===== src/rtl/traffic_lamp_driver.sv =====
// ============================================================================
// traffic_lamp_driver
// ----------------------------------------------------------------------------
// Consumer end of the 3-bit traffic-code interface. Registers the four light
// codes from the intersection controller and drives discrete lamp enables for
// the car and walker heads. It also generates the twinkle/flash blink. A
// safety monitor forces a latched flashing-yellow fail-safe state whenever the
// registered codes conflict or contain an illegal value.
//
// Parameters
//   BLINK_HALF      clk cycles per blink half-period (>=2), twinkle and flash
//   STARTUP_CYCLES  all-red cycles after reset or fault clear (>=1)
//
// Ports
//   clk             in   1  system clock, rising edge
//   reset           in   1  asynchronous, active-high reset
//   h_car_code      in   3  000 RED, 001 GREEN, 010 YELLOW, 011 LEFT
//   v_car_code      in   3  same encoding as h_car_code
//   h_walker_code   in   3  000 RED, 001 GREEN, 100 GREEN_TWINKLE
//   v_walker_code   in   3  same encoding as h_walker_code
//   fault_clr       in   1  request exit from FAILSAFE
//   h_car_lamp      out  4  {left, green, yellow, red}
//   v_car_lamp      out  4  {left, green, yellow, red}
//   h_walker_lamp   out  2  {green, red}
//   v_walker_lamp   out  2  {green, red}
//   fault           out  1  high while in FAILSAFE
//   fault_count     out  8  FAILSAFE entries, saturating (FAULT_COUNT_EN only)
//
// Build option
//   FAULT_COUNT_EN  when defined, adds the fault_count output and its counter
// ============================================================================
module traffic_lamp_driver #(
    parameter int unsigned BLINK_HALF     = 4,
    parameter int unsigned STARTUP_CYCLES = 3
) (
    input  logic       clk,
    input  logic       reset,
    input  logic [2:0] h_car_code,
    input  logic [2:0] v_car_code,
    input  logic [2:0] h_walker_code,
    input  logic [2:0] v_walker_code,
    input  logic       fault_clr,
    output logic [3:0] h_car_lamp,
    output logic [3:0] v_car_lamp,
    output logic [1:0] h_walker_lamp,
    output logic [1:0] v_walker_lamp,
    output logic       fault
`ifdef FAULT_COUNT_EN
    ,
    output logic [7:0] fault_count
`endif
);

    localparam int unsigned BW = (BLINK_HALF > 1) ? $clog2(BLINK_HALF) : 1;
    localparam int unsigned SW = (STARTUP_CYCLES > 1) ? $clog2(STARTUP_CYCLES) : 1;

    localparam logic [2:0] CODE_RED   = 3'b000;
    localparam logic [2:0] CODE_GREEN = 3'b001;
    localparam logic [2:0] CAR_YELLOW = 3'b010;
    localparam logic [2:0] CAR_LEFT   = 3'b011;
    localparam logic [2:0] WALK_TWINK = 3'b100;

    typedef enum logic [1:0] {
        ST_STARTUP  = 2'd0,
        ST_NORMAL   = 2'd1,
        ST_FAILSAFE = 2'd2
    } state_e;

    function automatic logic [3:0] car_decode(input logic [2:0] code);
        case (code)
            CODE_GREEN: return 4'b0100;
            CAR_YELLOW: return 4'b0010;
            CAR_LEFT:   return 4'b1001;
            default:    return 4'b0001;
        endcase
    endfunction

    function automatic logic [1:0] walker_decode(input logic [2:0] code, input logic phase);
        case (code)
            CODE_GREEN: return 2'b10;
            WALK_TWINK: return {phase, 1'b0};
            default:    return 2'b01;
        endcase
    endfunction

    function automatic logic walker_legal(input logic [2:0] code);
        return (code == CODE_RED) || (code == CODE_GREEN) || (code == WALK_TWINK);
    endfunction

    state_e          state_q, state_d;
    logic [SW-1:0]   startup_cnt_q, startup_cnt_d;
    logic [BW-1:0]   blink_cnt_q, blink_cnt_d;
    logic            phase_q, phase_d;
    logic [2:0]      h_car_q, v_car_q, h_walk_q, v_walk_q;
    logic [3:0]      h_car_lamp_d, v_car_lamp_d;
    logic [1:0]      h_walker_lamp_d, v_walker_lamp_d;
    logic            fault_d;
    logic            conflict;
`ifdef FAULT_COUNT_EN
    logic [7:0]      fault_count_d;
`endif

    // Conflict is judged on the registered codes, the same values the lamp
    // decode sees, so a bad combination is caught before it can be displayed.
    always_comb begin
        conflict = ((h_car_q != CODE_RED) && (v_car_q != CODE_RED))
                || ((h_walk_q != CODE_RED) && (h_car_q != CODE_RED))
                || ((v_walk_q != CODE_RED) && (v_car_q != CODE_RED))
                || h_car_q[2] || v_car_q[2]
                || !walker_legal(h_walk_q) || !walker_legal(v_walk_q);
    end

    // NOTE: every signal assigned in this block gets a default first, so no
    // path leaves a value unassigned and no latch is inferred.
    always_comb begin
        // Free-running blink; phase flips as the counter wraps.
        blink_cnt_d = blink_cnt_q + BW'(1);
        phase_d     = phase_q;
        if (blink_cnt_q == BW'(BLINK_HALF - 1)) begin
            blink_cnt_d = '0;
            phase_d     = ~phase_q;
        end

        state_d       = state_q;
        startup_cnt_d = '0;
        case (state_q)
            ST_STARTUP: begin
                // Conflict wins over the startup timeout.
                if (conflict) begin
                    state_d = ST_FAILSAFE;
                end else if (startup_cnt_q == SW'(STARTUP_CYCLES - 1)) begin
                    state_d = ST_NORMAL;
                end else begin
                    startup_cnt_d = startup_cnt_q + SW'(1);
                end
            end
            ST_NORMAL: begin
                if (conflict) state_d = ST_FAILSAFE;
            end
            ST_FAILSAFE: begin
                if (fault_clr && !conflict) state_d = ST_STARTUP;
            end
            default: state_d = ST_FAILSAFE;
        endcase

        // Lamps are chosen from the state being entered, so the edge that
        // enters FAILSAFE already loads fail-safe lamp values.
        h_car_lamp_d    = 4'b0001;
        v_car_lamp_d    = 4'b0001;
        h_walker_lamp_d = 2'b01;
        v_walker_lamp_d = 2'b01;
        fault_d         = 1'b0;
        case (state_d)
            ST_NORMAL: begin
                h_car_lamp_d    = car_decode(h_car_q);
                v_car_lamp_d    = car_decode(v_car_q);
                h_walker_lamp_d = walker_decode(h_walk_q, phase_d);
                v_walker_lamp_d = walker_decode(v_walk_q, phase_d);
            end
            ST_FAILSAFE: begin
                h_car_lamp_d = {2'b00, phase_d, 1'b0};
                v_car_lamp_d = {2'b00, phase_d, 1'b0};
                fault_d      = 1'b1;
            end
            default: ;
        endcase

`ifdef FAULT_COUNT_EN
        fault_count_d = fault_count;
        if ((state_q != ST_FAILSAFE) && (state_d == ST_FAILSAFE) && (fault_count != 8'hFF))
            fault_count_d = fault_count + 8'd1;
`endif
    end

    // NOTE: sequential state uses non-blocking assignments so every flop
    // samples the pre-edge values regardless of statement order.
    always_ff @(posedge clk or posedge reset) begin
        if (reset) begin
            state_q       <= ST_STARTUP;
            startup_cnt_q <= '0;
            blink_cnt_q   <= '0;
            phase_q       <= 1'b1;
            h_car_q       <= CODE_RED;
            v_car_q       <= CODE_RED;
            h_walk_q      <= CODE_RED;
            v_walk_q      <= CODE_RED;
            h_car_lamp    <= 4'b0001;
            v_car_lamp    <= 4'b0001;
            h_walker_lamp <= 2'b01;
            v_walker_lamp <= 2'b01;
            fault         <= 1'b0;
`ifdef FAULT_COUNT_EN
            fault_count   <= 8'd0;
`endif
        end else begin
            state_q       <= state_d;
            startup_cnt_q <= startup_cnt_d;
            blink_cnt_q   <= blink_cnt_d;
            phase_q       <= phase_d;
            h_car_q       <= h_car_code;
            v_car_q       <= v_car_code;
            h_walk_q      <= h_walker_code;
            v_walk_q      <= v_walker_code;
            h_car_lamp    <= h_car_lamp_d;
            v_car_lamp    <= v_car_lamp_d;
            h_walker_lamp <= h_walker_lamp_d;
            v_walker_lamp <= v_walker_lamp_d;
            fault         <= fault_d;
`ifdef FAULT_COUNT_EN
            fault_count   <= fault_count_d;
`endif
        end
    end

endmodule


===== config.mk =====
export PLATFORM = sky130hd
export DESIGN_NAME = traffic_lamp_driver
export DESIGN_NICKNAME = d
export VERILOG_FILES = /design/src/rtl/traffic_lamp_driver.sv
export SDC_FILE = /design/constraint.sdc
export NUM_CORES = 1
export LEC_CHECK = 0
export CAP_MARGIN = 20
export CORE_MARGIN = 2
export CORE_UTILIZATION = 64
export CTS_CLUSTER_SIZE = 40
export DETAILED_ROUTE_END_ITERATION = 6
export DONT_BUFFER_PORTS = 1
export PLACE_DENSITY = 0.77
export SETUP_SLACK_MARGIN = 0.4
export SLEW_MARGIN = 20
export SYNTH_ARGS = -nofsm -noshare
export SYNTH_HDL_FRONTEND = slang
export SYNTH_SLANG_ARGS = --single-unit

===== constraint.sdc =====
create_clock -name clk -period 3.1 [get_ports clk]
set_input_delay 0.31 -clock clk [delete_from_list [all_inputs] [get_ports clk]]
set_output_delay 0.31 -clock clk [all_outputs]
set_load 0.005 [all_outputs]

* Word-level counts from Yosys, hierarchy flattened *
Cells that the tools add are included.
W data, S select, Z words.

storage, ports and cells
  bits in registers = 32
  input port bits = 15
  output and inout bits = 13

cells by class
  add/subtract/negate cells = 2
  eq/ne operators = 16
  multiplexer cells = 19
  bitwise logic cells = 1
  reduce and logical (&&, ||, !) cells = 24

operator list
  kind                   number
  $pmux W4 S3            2
  $mux W2                10
  $pmux W4 S2            2
  $eq A3 B1 Y1 const B   4
  $eq A3 B2 Y1 const B   4
  $reduce_bool A3 Y1     4
  $logic_or A1 B1 Y1     10
  $eq A2 B2 Y1 const B   4
  $pmux W2 S2            2
  $eq A3 B3 Y1 const B   2
  $logic_not A3 Y1       2
  $pmux W2 S3            1
  $add A2 B1 Y2 const B  2
  $eq A2 B1 Y1 const B   2
  $logic_and A1 B1 Y1    4
  $logic_not A1 Y1       3
  $logic_not A2 Y1       1
  $mux W1                2
  $not A1 Y1             1

* Logic depth before layout (Yosys ltp) *
Gate-level depths: netlist (run 1).

  depth after elaboration = 14
  mapped depth = 7

* Least setup slack after synthesis (run 1) *
OpenSTA, ideal clock, no wires.

  path kind = register to register
  start point = register h_car_q[1]
  end point = register h_car_lamp[3]
  library setup time = 66 ps
  data arrival time = 1958 ps
  required time = 3034 ps
  slack = 1076 ps
  stages on the path, launching flop included = 7
  clock period less this slack = 2024 ps
  path through = dfrtp_1 o32ai_2 nand2_2 or3_1 ha_1 nor3b_1 and3_2

between the ends
  word-level cells in the longest chain between the ends = 14

ends and longest elaborated chain
  element                                        RTL line  source
  start: declaration                             94        logic [2:0] h_car_q, v_car_q, h_walk_q, v_walk_q;
  start signal: assignment                       200       h_car_q <= h_car_code;
  $reduce_bool A3 Y1                             106, 107
  $logic_and A1 B1 Y1, on equally long branches  106, 107
  $logic_or A1 B1 Y1                             107       || ((h_walk_q != CODE_RED) && (h_car_q != CODE_RED))
  $logic_or A1 B1 Y1                             108       || ((v_walk_q != CODE_RED) && (v_car_q != CODE_RED))
  $logic_or A1 B1 Y1 (2 in series)               109       || h_car_q[2] || v_car_q[2]
  $logic_or A1 B1 Y1 (2 in series)               110       || !walker_legal(h_walk_q) || !walker_legal(v_walk_q);
  $logic_not A1 Y1                               141       if (fault_clr && !conflict) state_d = ST_STARTUP;
  $logic_and A1 B1 Y1                            141
  $mux W2                                        141
  $pmux W2 S3                                    126       case (state_q)
  $eq A2 B2 Y1 or $eq A2 B1 Y1 (tied branches)   153       case (state_d)
  $pmux W4 S2 *                                  153
  via h_car_lamp_d[3]                            95        logic [3:0] h_car_lamp_d, v_car_lamp_d;
  end signal: assignment                         204       h_car_lamp <= h_car_lamp_d;
  end: declaration                               43        output logic [3:0] h_car_lamp,

Mark *: on every way through the listed nets, which the timed path passes. The rest lies on a longest branch.

* Worst setup path in the final report (run 1) *
  start point = register v_car_q[0]
  end point = register h_car_lamp[3]

between the ends
  word-level cells in the longest chain between the ends = 14

ends and longest elaborated chain
  element                                       RTL line  source
  start: declaration                            94
  start signal: assignment                      201       v_car_q <= v_car_code;
  $reduce_bool A3 Y1 *                          106, 108
  $logic_and A1 B1 Y1                           106       conflict = ((h_car_q != CODE_RED) && (v_car_q != CODE_RED))
  $logic_or A1 B1 Y1                            107
  $logic_or A1 B1 Y1 *                          108
  $logic_or A1 B1 Y1 * (2 in series)            109
  $logic_or A1 B1 Y1 * (2 in series)            110
  $logic_not A1 Y1                              141
  $logic_and A1 B1 Y1                           141
  $mux W2                                       141
  $pmux W2 S3 *                                 126
  $eq A2 B2 Y1 or $eq A2 B1 Y1 (tied branches)  153
  $pmux W4 S2 *                                 153
  via h_car_lamp_d[3]                           95

Marked as above.

==> metrics.log, run 1 <==
INFO  metric dpl.cell_count = 114
INFO  metric fin_skew = 0.00834 ns
INFO  metric rsz0062_at_grt = no
INFO  metric die_width = 46.9 um
INFO  metric route.detailed.drc = 0
INFO  metric worstPathMaxFanout = 6
INFO  metric ir_drop = 0.371 mV
INFO  metric grt_util_met2 = 35.6%
INFO  metric finalWorstPathRequiredPeriod = 2.27 ns
INFO  metric synth_area_per_cell = 13.3 um^2
INFO  metric total_negative_setup_slacks = 0 ns
INFO  metric grt_pass1_vias = 736
INFO  metric wirelength = 1.95 mm
INFO  metric post_cts_resized = 0
INFO  metric final-instance-count-excl-fill = 135
INFO  metric track_usage = 22.7%
INFO  metric crit_path_start_kind = flop
INFO  metric critPathTopFamily = simple AND/OR/NAND/NOR gates
INFO  metric grt_overflow_total = 0
INFO  metric routed_wire_length_per_instance = 14.4 um
INFO  metric slew_viol_final = 0
INFO  metric yosys.area.top_type_share = 57.3%
INFO  metric power_leakage = 0.634 nW
INFO  metric cap_viol_max_count = 0
INFO  metric buffer_ports.inserted = 0
INFO  metric placedInstanceArea = 1210 um^2
INFO  metric grt-busiest-layer = met2
INFO  metric clock_insertion_delay_worst_skew = 0.33 ns
INFO  metric crit_chain = o22ai_1 > nand4_1 > or3_1 > ha_1 > nor3b_1 > and3_2
INFO  metric synthesis.yosys.warnings = 0
INFO  metric normalized_max_slew_margin = 58.7%
INFO  metric cts.reportedPaths.clkPinSlew = 0.08 ns
INFO  metric gpl.final_weighted_congestion = 0.913
INFO  metric critPathArrivalTime = 2.53 ns
INFO  metric initial_drc_count = 12
INFO  metric grt_util_met3 = 10.4%
INFO  metric dieArea = 2200 um^2
INFO  metric cp-end-kind = flop
INFO  metric worst_hold_path.num_cells = 1
INFO  metric gr-usage-met1 = 25.3%
INFO  metric worst_ep_required_time = 3.36 ns
INFO  metric worst-r2r-cell-count = 6
INFO  metric synth_enable_flop_cells = 0
INFO  metric synth-seq-cells = 32
INFO  metric outcome = finished clean
INFO  metric synth_most_common_cell = dfrtp_1
INFO  metric post_synth_most_frequent_cells = 27 x dfrtp_1, 7 x nor2_1
INFO  metric synth.net_count = 107
INFO  metric synth_to_layout_area_growth = 18.7%
INFO  metric drive_gt1_share = 14.5%
INFO  metric clock_tree_from_tritoncts = yes
INFO  metric design_power_total = 0.708 mW
INFO  metric detail_route.vias_per_cell = 5.56
INFO  metric post_synth_cell_types = 23
INFO  metric worstSetupPathDepth = 6
INFO  metric hold_class = reg -> reg
INFO  metric initial_core_utilization = 68.3%
INFO  metric boundaryPins = 28
INFO  metric seq_area_frac_synth = 68.4%
INFO  metric num-nets-final = 127
INFO  metric dieHeight = 46.9 um
INFO  metric cts_root_buf = clkbuf_4
INFO  metric worst_slew_pin_slew = 0.619 ns
INFO  metric final_util = 81.1%
INFO  metric crit_type = reg -> reg
INFO  metric post-synth-top-area-cell = dfrtp_1
INFO  metric grt_start_max_net_pins = 33
INFO  metric period_share = 73.1%
INFO  metric antenna_found_initial = 0
INFO  metric crit_path_max_incr_delay = 0.46 ns
INFO  metric slowest_stage = dfrtp_1
INFO  metric num_rows = 15
INFO  metric dr.pass1.iters = 4
INFO  metric yosys_most_used_dff = dfrtp_1
INFO  metric final_hold_viol_count = 0
INFO  metric synth_top_cells_by_area = dfrtp_1 57%, dfstp_2 11%, xor2_1 3.7%
INFO  metric synth.cell_area = 1180 um^2
INFO  metric power.density = 506 nW/um^2
INFO  metric antennaDiodeCount = 0
INFO  metric dpl.hpwl = 1.34 mm
INFO  metric max-clock-path-buffers = 2
INFO  metric ant_nets = 0
INFO  metric dr_total_vias = 751
INFO  metric cts_made_buffers = 5
INFO  metric grt_pass1_wl = 3.19 mm
INFO  metric synthArstFlopShare = 100%
INFO  metric final_cell_area = 1400 um^2
INFO  metric coreArea = 1730 um^2
INFO  metric setup-violations-final = 0
INFO  metric clock_sinks = 32
INFO  metric achievable_freq = 0.441 GHz
INFO  metric critical_path_buf_inv_count = 0
INFO  metric h-tree-depth = 2
INFO  metric synthesis.instances = 89
==> per-stage QoR <==
stage	worst slack (ns)	hold slack [ns]
after floorplan	1.08	0.341
after global placement	0.969	0.341
after detailed placement	0.885	0.341
after CTS	0.858	0.186
after global routing	0.676	0.458
final	0.834	0.430
==> power breakdown <==
group	leakage, nW	switching, mW	total [mW]	internal (mW)
clock	0.0326	0.124	0.236	0.112
combinational	0.214	0.0158	0.0341	0.0183
sequential	0.387	0.0125	0.438	0.425
==> final cells by class <==
type	instances	area (um^2)
Clock buffer	8	58.8
Fill cell	102	327
Inverter	5	18.8
Multi-Input combinational cell	52	354
Sequential cell	32	807
Tap cell	25	31.3
Timing Repair Buffer	13	130
==> placed cells by master (no fill, tap or decap), types with 5 or more instances in the layout <==
master | netlist | routed
a21oi_1 | 5 | 5
xor2_1 | 5 | 5
nand3b_1 | 5 | 5
dfrtp_1 | 27 | 27
nor2_1 | 7 | 7
dlygate4sd3_1 | 0 | 13
dfstp_2 | 5 | 5
clkbuf_4 | 0 | 5
==> worst paths after layout <==
check,start,endpoint,slack [ns]
worst max-delay path,v_car_q[0],h_car_lamp[3],0.83
min in group asynchronous,reset,v_car_lamp[2],0.51
worst min-delay path,blink_cnt_q[0],blink_cnt_q[0],0.43
worst max register to register,v_car_q[0],h_car_lamp[3],0.83
max in group asynchronous,reset,v_car_q[2],2.18
worst min register to register,blink_cnt_q[0],blink_cnt_q[0],0.43
==> logic make-up after synthesis <==
family | share of synthesized area (%)
AND/OR/NAND/NOR | 14.5
adder cells (fa/ha/maj) | 3.18
AO/OA/AOI/OAI | 8.59
XOR/XNOR | 3.71
buffers and inverters | 1.59
flip-flops | 68.4
==> metal layers <==
metal / part of all wire, % / routed length, um / up-vias
met5: 0 / 0 / -
met4: 4.4 / 86 / 0
met3: 7.7 / 151 / 13
met2: 49 / 959 / 37
met1: 39 / 751 / 348
li1: - / - / 353
==> state kept, by name (all words and copies together) (netlist names), 3 cells and up <==
| register | cells |
|---|---|
| h_car_lamp | 4 |
| v_car_lamp | 4 |
| h_car_q | 3 |
| h_walk_q | 3 |
| v_car_q | 3 |
| v_walk_q | 3 |
==> repair_timing <==
item,CTS,global route
hold endpoints to repair,12,27
setup buffers,0,0
hold buffers,12,1
setup endpoints to repair,0,0
Note: power is estimated with default switching activity, not from simulation.
==> run 2: changes to the inputs <==
- CORE_UTILIZATION: 64 -> 59
- PLACE_DENSITY: 0.77 -> 0.72
- clock period: 3.1 -> 2.3 ns (I/O delays scaled with it)
==> metrics.log, run 2 (synthesized netlist as in run 1, its figures left out) <==
INFO  metric final_util = 80.5% (was 81.1%)
INFO  metric cts_made_buffers = 5 (unchanged)
INFO  metric slew_viol_final = 0 (unchanged)
INFO  metric r2r-start = v_car_q[2] (was v_car_q[0])
INFO  metric mostFrequentLayoutCell = dfrtp_1 (unchanged)
INFO  metric finalWorstPathRequiredPeriod = 2.04 ns (was 2.27 ns)
INFO  metric crit_type = reg -> reg (unchanged)
INFO  metric hold_class = in -> async (was reg -> reg)
INFO  metric crit_path_max_incr_delay = 0.45 ns (was 0.46 ns)
INFO  metric synth_to_layout_area_growth = 31.1% (was 18.7%)
INFO  metric route.detailed.drc = 0 (unchanged)
INFO  metric total_negative_setup_slacks = 0 ns (unchanged)
INFO  metric initial_core_utilization = 61.4% (was 68.3%)
INFO  metric ir_drop = 0.540 mV (was 0.371 mV)
INFO  metric outcome = finished clean (unchanged)
INFO  metric grt_overflow_total = 0 (unchanged)
INFO  metric coreArea = 1920 um^2 (was 1730 um^2)
INFO  metric clock_sinks = 32 (unchanged)
INFO  metric final-instance-count-excl-fill = 147 (was 135)
INFO  metric antenna_found_initial = 0 (unchanged)
INFO  metric regToRegSetupSlack = 0.26 ns (was 0.83 ns)
INFO  metric finalHoldWorstSlack = 0.410 ns (was 0.430 ns)
INFO  metric cts.reportedPaths.clkPinSlew = 0.09 ns (was 0.08 ns)
INFO  metric worstPathMaxFanout = 3 (was 6)
INFO  metric clock_insertion_delay_worst_skew = 0.33 ns (about the same)
INFO  metric final_hold_viol_count = 0 (unchanged)
INFO  metric ant_nets = 0 (unchanged)
INFO  metric max-clock-path-buffers = 2 (unchanged)
INFO  metric detail_route.vias_per_cell = 5.38 (was 5.56)
INFO  metric rsz0062_at_grt = yes (was no)
INFO  metric initial_drc_count = 12 (unchanged)
INFO  metric dr.pass1.iters = 4 (unchanged)
INFO  metric dpl.cell_count = 117 (was 114)
INFO  metric dr_total_vias = 791 (was 751)
INFO  metric largest_registers = h_car_lamp (4), v_car_lamp (4) (unchanged)
INFO  metric critPathArrivalTime = 2.30 ns (was 2.53 ns)
INFO  metric worst-r2r-cell-count = 7 (was 6)
INFO  metric gpl.final_weighted_congestion = 0.881 (was 0.913)
INFO  metric track_usage = 22.1% (was 22.7%)
INFO  metric setup-violations-final = 0 (unchanged)
INFO  metric boundaryPins = 28 (unchanged)
INFO  metric power.density = 608 nW/um^2 (was 506 nW/um^2)
INFO  metric crit_path_start_kind = flop (unchanged)
INFO  metric buffer_ports.inserted = 0 (unchanged)
INFO  metric dpl.hpwl = 1.35 mm (was 1.34 mm)
INFO  metric normalized_max_slew_margin = 72.5% (was 58.7%)
INFO  metric worst_ep_required_time = 2.56 ns (was 3.36 ns)
INFO  metric routed_wire_length_per_instance = 15.0 um (was 14.4 um)
INFO  metric die_width = 48.7 um (was 46.9 um)
INFO  metric dp_worst_setup_slack = 0.238 ns (was 0.885 ns)
INFO  metric layout_common_cells = 21 x dfrtp_1, 13 x dlygate4sd3_1, 10 x buf_4, 7 x nor2_1, 6 x dfrtp_2 (was 27 x dfrtp_1, 13 x dlygate4sd3_1, 7 x nor2_1)
INFO  metric period_share = 88.9% (was 73.1%)
INFO  metric cts_root_buf = clkbuf_4 (unchanged)
INFO  metric crit_chain = nor3_2 > nand4_1 > or3_4 > ha_4 > nor3b_4 > nand2_1 > nor2_1 (was o22ai_1 > nand4_1 > or3_1 > ha_1 > nor3b_1 > and3_2)
INFO  metric antennaDiodeCount = 0 (unchanged)
INFO  metric dieHeight = 48.7 um (was 46.9 um)
INFO  metric grt_pass1_vias = 856 (was 736)
INFO  metric clock_tree_from_tritoncts = yes (unchanged)
INFO  metric worst_slew_pin_slew = 0.411 ns (was 0.619 ns)
INFO  metric grt_start_max_net_pins = 33 (unchanged)
INFO  metric power_leakage = 0.690 nW (was 0.634 nW)
INFO  metric achievable_freq = 0.489 GHz (was 0.441 GHz)
INFO  metric cp-end-kind = flop (unchanged)
INFO  metric setup_slack = 0.256 ns (was 0.834 ns)
INFO  metric drive_gt1_share = 34.2% (was 14.5%)
INFO  metric num-nets-final = 137 (was 127)
INFO  metric num_rows = 16 (was 15)
INFO  metric slowest_stage = or3_4 (was dfrtp_1)
INFO  metric grt_pass1_wl = 3.68 mm (was 3.19 mm)
INFO  metric wirelength = 2.20 mm (was 1.95 mm)
INFO  metric worstReg2RegEnd = v_car_lamp[2] (was h_car_lamp[3])
INFO  metric dieArea = 2370 um^2 (was 2200 um^2)
INFO  metric h-tree-depth = 2 (unchanged)
INFO  metric cap_viol_max_count = 0 (unchanged)
INFO  metric fin_skew = 0.00939 ns (was 0.00834 ns)
==> run 2: cell types whose count changed in the layout (fill, tap and decap cells not counted), moves of 2 or more <==
cell     before  now
nor3b_4       0    2
nor3_2        0    2
dfrtp_1      27   21
nor3_1        4    2
dfrtp_2       0    6
nor3b_1       2    0
ha_1          3    1
buf_4         0   10
==> run 2: layer usage <==
layer,GRT usage (%),vias to the layer above,share of wire [%]
met3,10.5,5,4.9
li1,-,371,-
met1,22.9,391,37
met5,0,-,0
met4,14.3,0,2.1
met2,35.8,24,56
==> run 2: critical path: cells and delay by family (launching register included) <==
kind                       cells  cell delay [ns]
DFF                            1             0.42
and+or+nand+nor                6             1.27
adders and majority gates      1             0.28
==> run 2: report_power, final <==
group	leakage (nW)	switching, mW	total, mW	internal (mW)
clock network	0.0293	0.168	0.287	0.119
registers	0.381	0.0148	0.589	0.574
logic	0.280	0.0283	0.0639	0.0356
==> run 2: cell type report <==
cell class                 count  area [um^2]
sequential                    32          815
multi-input combinational     52          424
fill                         118          375
timing repair buffer          23          205
clock buffer                   7         45.0
tap                           27         33.8
inverter                       5         18.8
clock inverter                 1         5.00
==> run 2: worst max path at each step <==
stage	from	end	slack, ns	depth (start not counted)
6_report	v_car_q[2]	v_car_lamp[2]	0.26	7
5_1_grt	h_walk_q[2]	v_car_lamp[2]	0.08	7
4_1_cts	h_car_q[0]	v_car_lamp[2]	0.32	7
3_5_place_dp	h_car_q[1]	v_car_lamp[2]	0.24	7
3_3_place_gp	h_car_q[2]	h_car_lamp[1]	0.29	7
2_1_floorplan	h_car_q[1]	h_car_lamp[3]	0.40	6
==> run 2: metrics by stage <==
step | instance area (um^2) | power (mW)
final | 1550 | 0.940
after global routing | 1550 | 0.991
after CTS | 1510 | 0.949
after detailed placement | 1250 | 0.630
after global placement | 1250 | 0.629
after floorplan | 1210 | 0.621
==> run 2: timing repair <==
action,in CTS,in global routing
pin swaps,11,6
endpoints found under the hold margin,39,0
setup endpoints to repair,6,10
hold buffers,13,0
setup buffers,7,2
resized for setup,9,6
==> run 3: changes to the inputs <==
- clock period: 2.3 -> 2 ns (I/O delays scaled with it)
==> metrics.log, run 3 (synthesized netlist as in run 1, its figures left out) <==
INFO  metric area.sequential = 813 um^2 (was 815 um^2)
INFO  metric max-clock-path-buffers = 2 (unchanged)
INFO  metric worst_slew_pin_slew = 0.562 ns (was 0.411 ns)
INFO  metric worst_ep_required_time = 2.26 ns (was 2.56 ns)
INFO  metric worstPathMaxFanout = 4 (was 3)
INFO  metric synth_to_layout_area_growth = 37.8% (was 31.1%)
INFO  metric total_negative_setup_slacks = 0 ns (unchanged)
INFO  metric clock_sinks = 32 (unchanged)
INFO  metric gpl.final_weighted_congestion = 0.903 (was 0.881)
INFO  metric cts_root_buf = clkbuf_4 (unchanged)
INFO  metric critPathArrivalTime = 2.23 ns (was 2.30 ns)
INFO  metric antennaDiodeCount = 0 (unchanged)
INFO  metric boundaryPins = 28 (unchanged)
INFO  metric final_util = 84.6% (was 80.5%)
INFO  metric multi_input_combinational_cell_area = 435 um^2 (was 424 um^2)
INFO  metric clock_insertion_delay_worst_skew = 0.31 ns (was 0.33 ns)
INFO  metric setup-violations-final = 0 (unchanged)
INFO  metric dieArea = 2370 um^2 (unchanged)
INFO  metric hold_class = in -> async (unchanged)
INFO  metric setup_slack = 0.0249 ns (was 0.256 ns)
INFO  metric grt_pass1_wl = 3.64 mm (was 3.68 mm)
INFO  metric final-instance-count-excl-fill = 155 (was 147)
INFO  metric dpl.hpwl = 1.34 mm (was 1.35 mm)
INFO  metric wirelength = 2.31 mm (was 2.20 mm)
INFO  metric final_hold_viol_count = 0 (unchanged)
INFO  metric cts.reportedPaths.clkPinSlew = 0.09 ns (about the same)
INFO  metric layout_common_cells = 22 x dfrtp_1, 18 x buf_4, 13 x dlygate4sd3_1, 7 x nor2_1 (was 21 x dfrtp_1, 13 x dlygate4sd3_1, 10 x buf_4, 7 x nor2_1, 6 x dfrtp_2)
INFO  metric mostFrequentLayoutCell = dfrtp_1 (unchanged)
INFO  metric drive_gt1_share = 37.5% (was 34.2%)
INFO  metric fin_skew = 0.00610 ns (was 0.00939 ns)
INFO  metric crit_chain = a21oi_2 > nand4_1 > or3_4 > ha_4 > nor3b_4 > and3_2 (was nor3_2 > nand4_1 > or3_4 > ha_4 > nor3b_4 > nand2_1 > nor2_1)
INFO  metric antenna_found_initial = 0 (unchanged)
INFO  metric largest_registers = h_car_lamp (4), v_car_lamp (4) (unchanged)
INFO  metric final_cell_area = 1630 um^2 (was 1550 um^2)
INFO  metric grt-busiest-layer = met2 (unchanged)
INFO  metric num_rows = 16 (unchanged)
INFO  metric h-tree-depth = 2 (unchanged)
INFO  metric crit_path_max_incr_delay = 0.44 ns (was 0.45 ns)
INFO  metric routed_wire_length_per_instance = 14.9 um (was 15.0 um)
INFO  metric crit_path_start_kind = flop (unchanged)
INFO  metric crit_type = reg -> reg (unchanged)
INFO  metric grt_start_max_net_pins = 18 (was 33)
INFO  metric power_leakage = 0.734 nW (was 0.690 nW)
INFO  metric clock_tree_from_tritoncts = yes (unchanged)
INFO  metric initial_core_utilization = 61.4% (unchanged)
INFO  metric grt_util_met3 = 9.57% (was 10.5%)
INFO  metric outcome = finished clean (unchanged)
INFO  metric dr_total_vias = 831 (was 791)
INFO  metric coreArea = 1920 um^2 (unchanged)
INFO  metric ant_nets = 0 (unchanged)
INFO  metric period_share = 98.8% (was 88.9%)
INFO  metric dieHeight = 48.7 um (unchanged)
INFO  metric achievable_freq = 0.506 GHz (was 0.489 GHz)
INFO  metric gr-usage-met1 = 24.1% (was 22.9%)
INFO  metric grt_util_met2 = 33.8% (was 35.8%)
INFO  metric grt_pass1_vias = 835 (was 856)
INFO  metric fillCellCount = 97 (was 118)
INFO  metric cp-end-kind = flop (unchanged)
INFO  metric normalized_max_slew_margin = 62.5% (was 72.5%)
INFO  metric finalWorstPathRequiredPeriod = 1.98 ns (was 2.04 ns)
INFO  metric ir_drop = 0.668 mV (was 0.540 mV)
INFO  metric rsz0062_at_grt = yes (unchanged)
INFO  metric power.density = 691 nW/um^2 (was 608 nW/um^2)
INFO  metric route.detailed.drc = 0 (unchanged)
INFO  metric num-nets-final = 145 (was 137)
INFO  metric slowest_stage = dfrtp_1 (was or3_4)
INFO  metric detail_route.vias_per_cell = 5.36 (was 5.38)
INFO  metric initial_drc_count = 24 (was 12)
INFO  metric buffer_ports.inserted = 0 (unchanged)
INFO  metric dr.pass1.iters = 4 (unchanged)
INFO  metric placedInstanceArea = 1300 um^2 (was 1250 um^2)
INFO  metric dp_worst_setup_slack = -0.0269 ns (was 0.238 ns)
INFO  metric dpl.cell_count = 121 (was 117)
INFO  metric slew_viol_final = 0 (unchanged)
INFO  metric cap_viol_max_count = 0 (unchanged)
INFO  metric die_width = 48.7 um (unchanged)
INFO  metric track_usage = 21.2% (was 22.1%)
INFO  metric grt_overflow_total = 0 (unchanged)
INFO  metric cts_made_buffers = 5 (unchanged)
## run 3: final timing paths
kind / cells after the start / end / slack, ns / start
setup / recovery: 6 / h_car_lamp[3] / 0.02 / h_walk_q[2]
hold / removal: 2 / blink_cnt_q[0] / 0.37 / reset
setup reg to reg: 6 / h_car_lamp[3] / 0.02 / h_walk_q[2]
hold reg to reg: 1 / blink_cnt_q[0] / 0.43 / blink_cnt_q[0]
max in group asynchronous: 3 / v_walker_lamp[0] / 0.94 / reset
min in group clk: 1 / v_walk_q[0] / 0.43 / v_walker_code[0]
## run 3: metal layers
layer | part of all wire, % | wire (um)
met4 | 2.0 | 47
met1 | 39 | 898
met5 | 0 | 0
met3 | 6.1 | 141
met2 | 53 | 1220
## run 3: critical path, delay by kind of cell (launching register included)
kind / cells / cell delay [ns]
AO/OA/AOI/OAI: 1 / 0.21
adder cells (fa/ha/maj): 1 / 0.25
flip-flops: 1 / 0.44
AND/OR/NAND/NOR: 4 / 1.02
## run 3: area by class of cell
type                       instances  area share [%]
sequential                        32            50.0
inverter                           5            1.15
timing repair buffer              31            16.3
tap                               27            2.08
multi-input combinational         52            26.8
clock buffer                       8            3.62
## run 3: report_power, final
part,leakage [nW],internal (mW),switching (mW)
clock,0.0326,0.173,0.187
sequential,0.382,0.660,0.0176
combinational,0.320,0.0471,0.0366
## run 3: timing repair
action                                  CTS  global route
hold buffers                             13             0
hold endpoints to repair                 25             0
pin swaps                                 5             5
endpoints found under the setup margin   12            12
buffers inserted                          9             4
resized for setup                         5             6
## run 3: stage by stage
step | power (mW) | hold slack, ns
finish | 1.12 | 0.370
global route | 1.18 | 0.405
CTS | 1.12 | 0.373
detailed placement | 0.731 | 0.161
global placement | 0.729 | 0.150
floorplan | 0.716 | 0.231
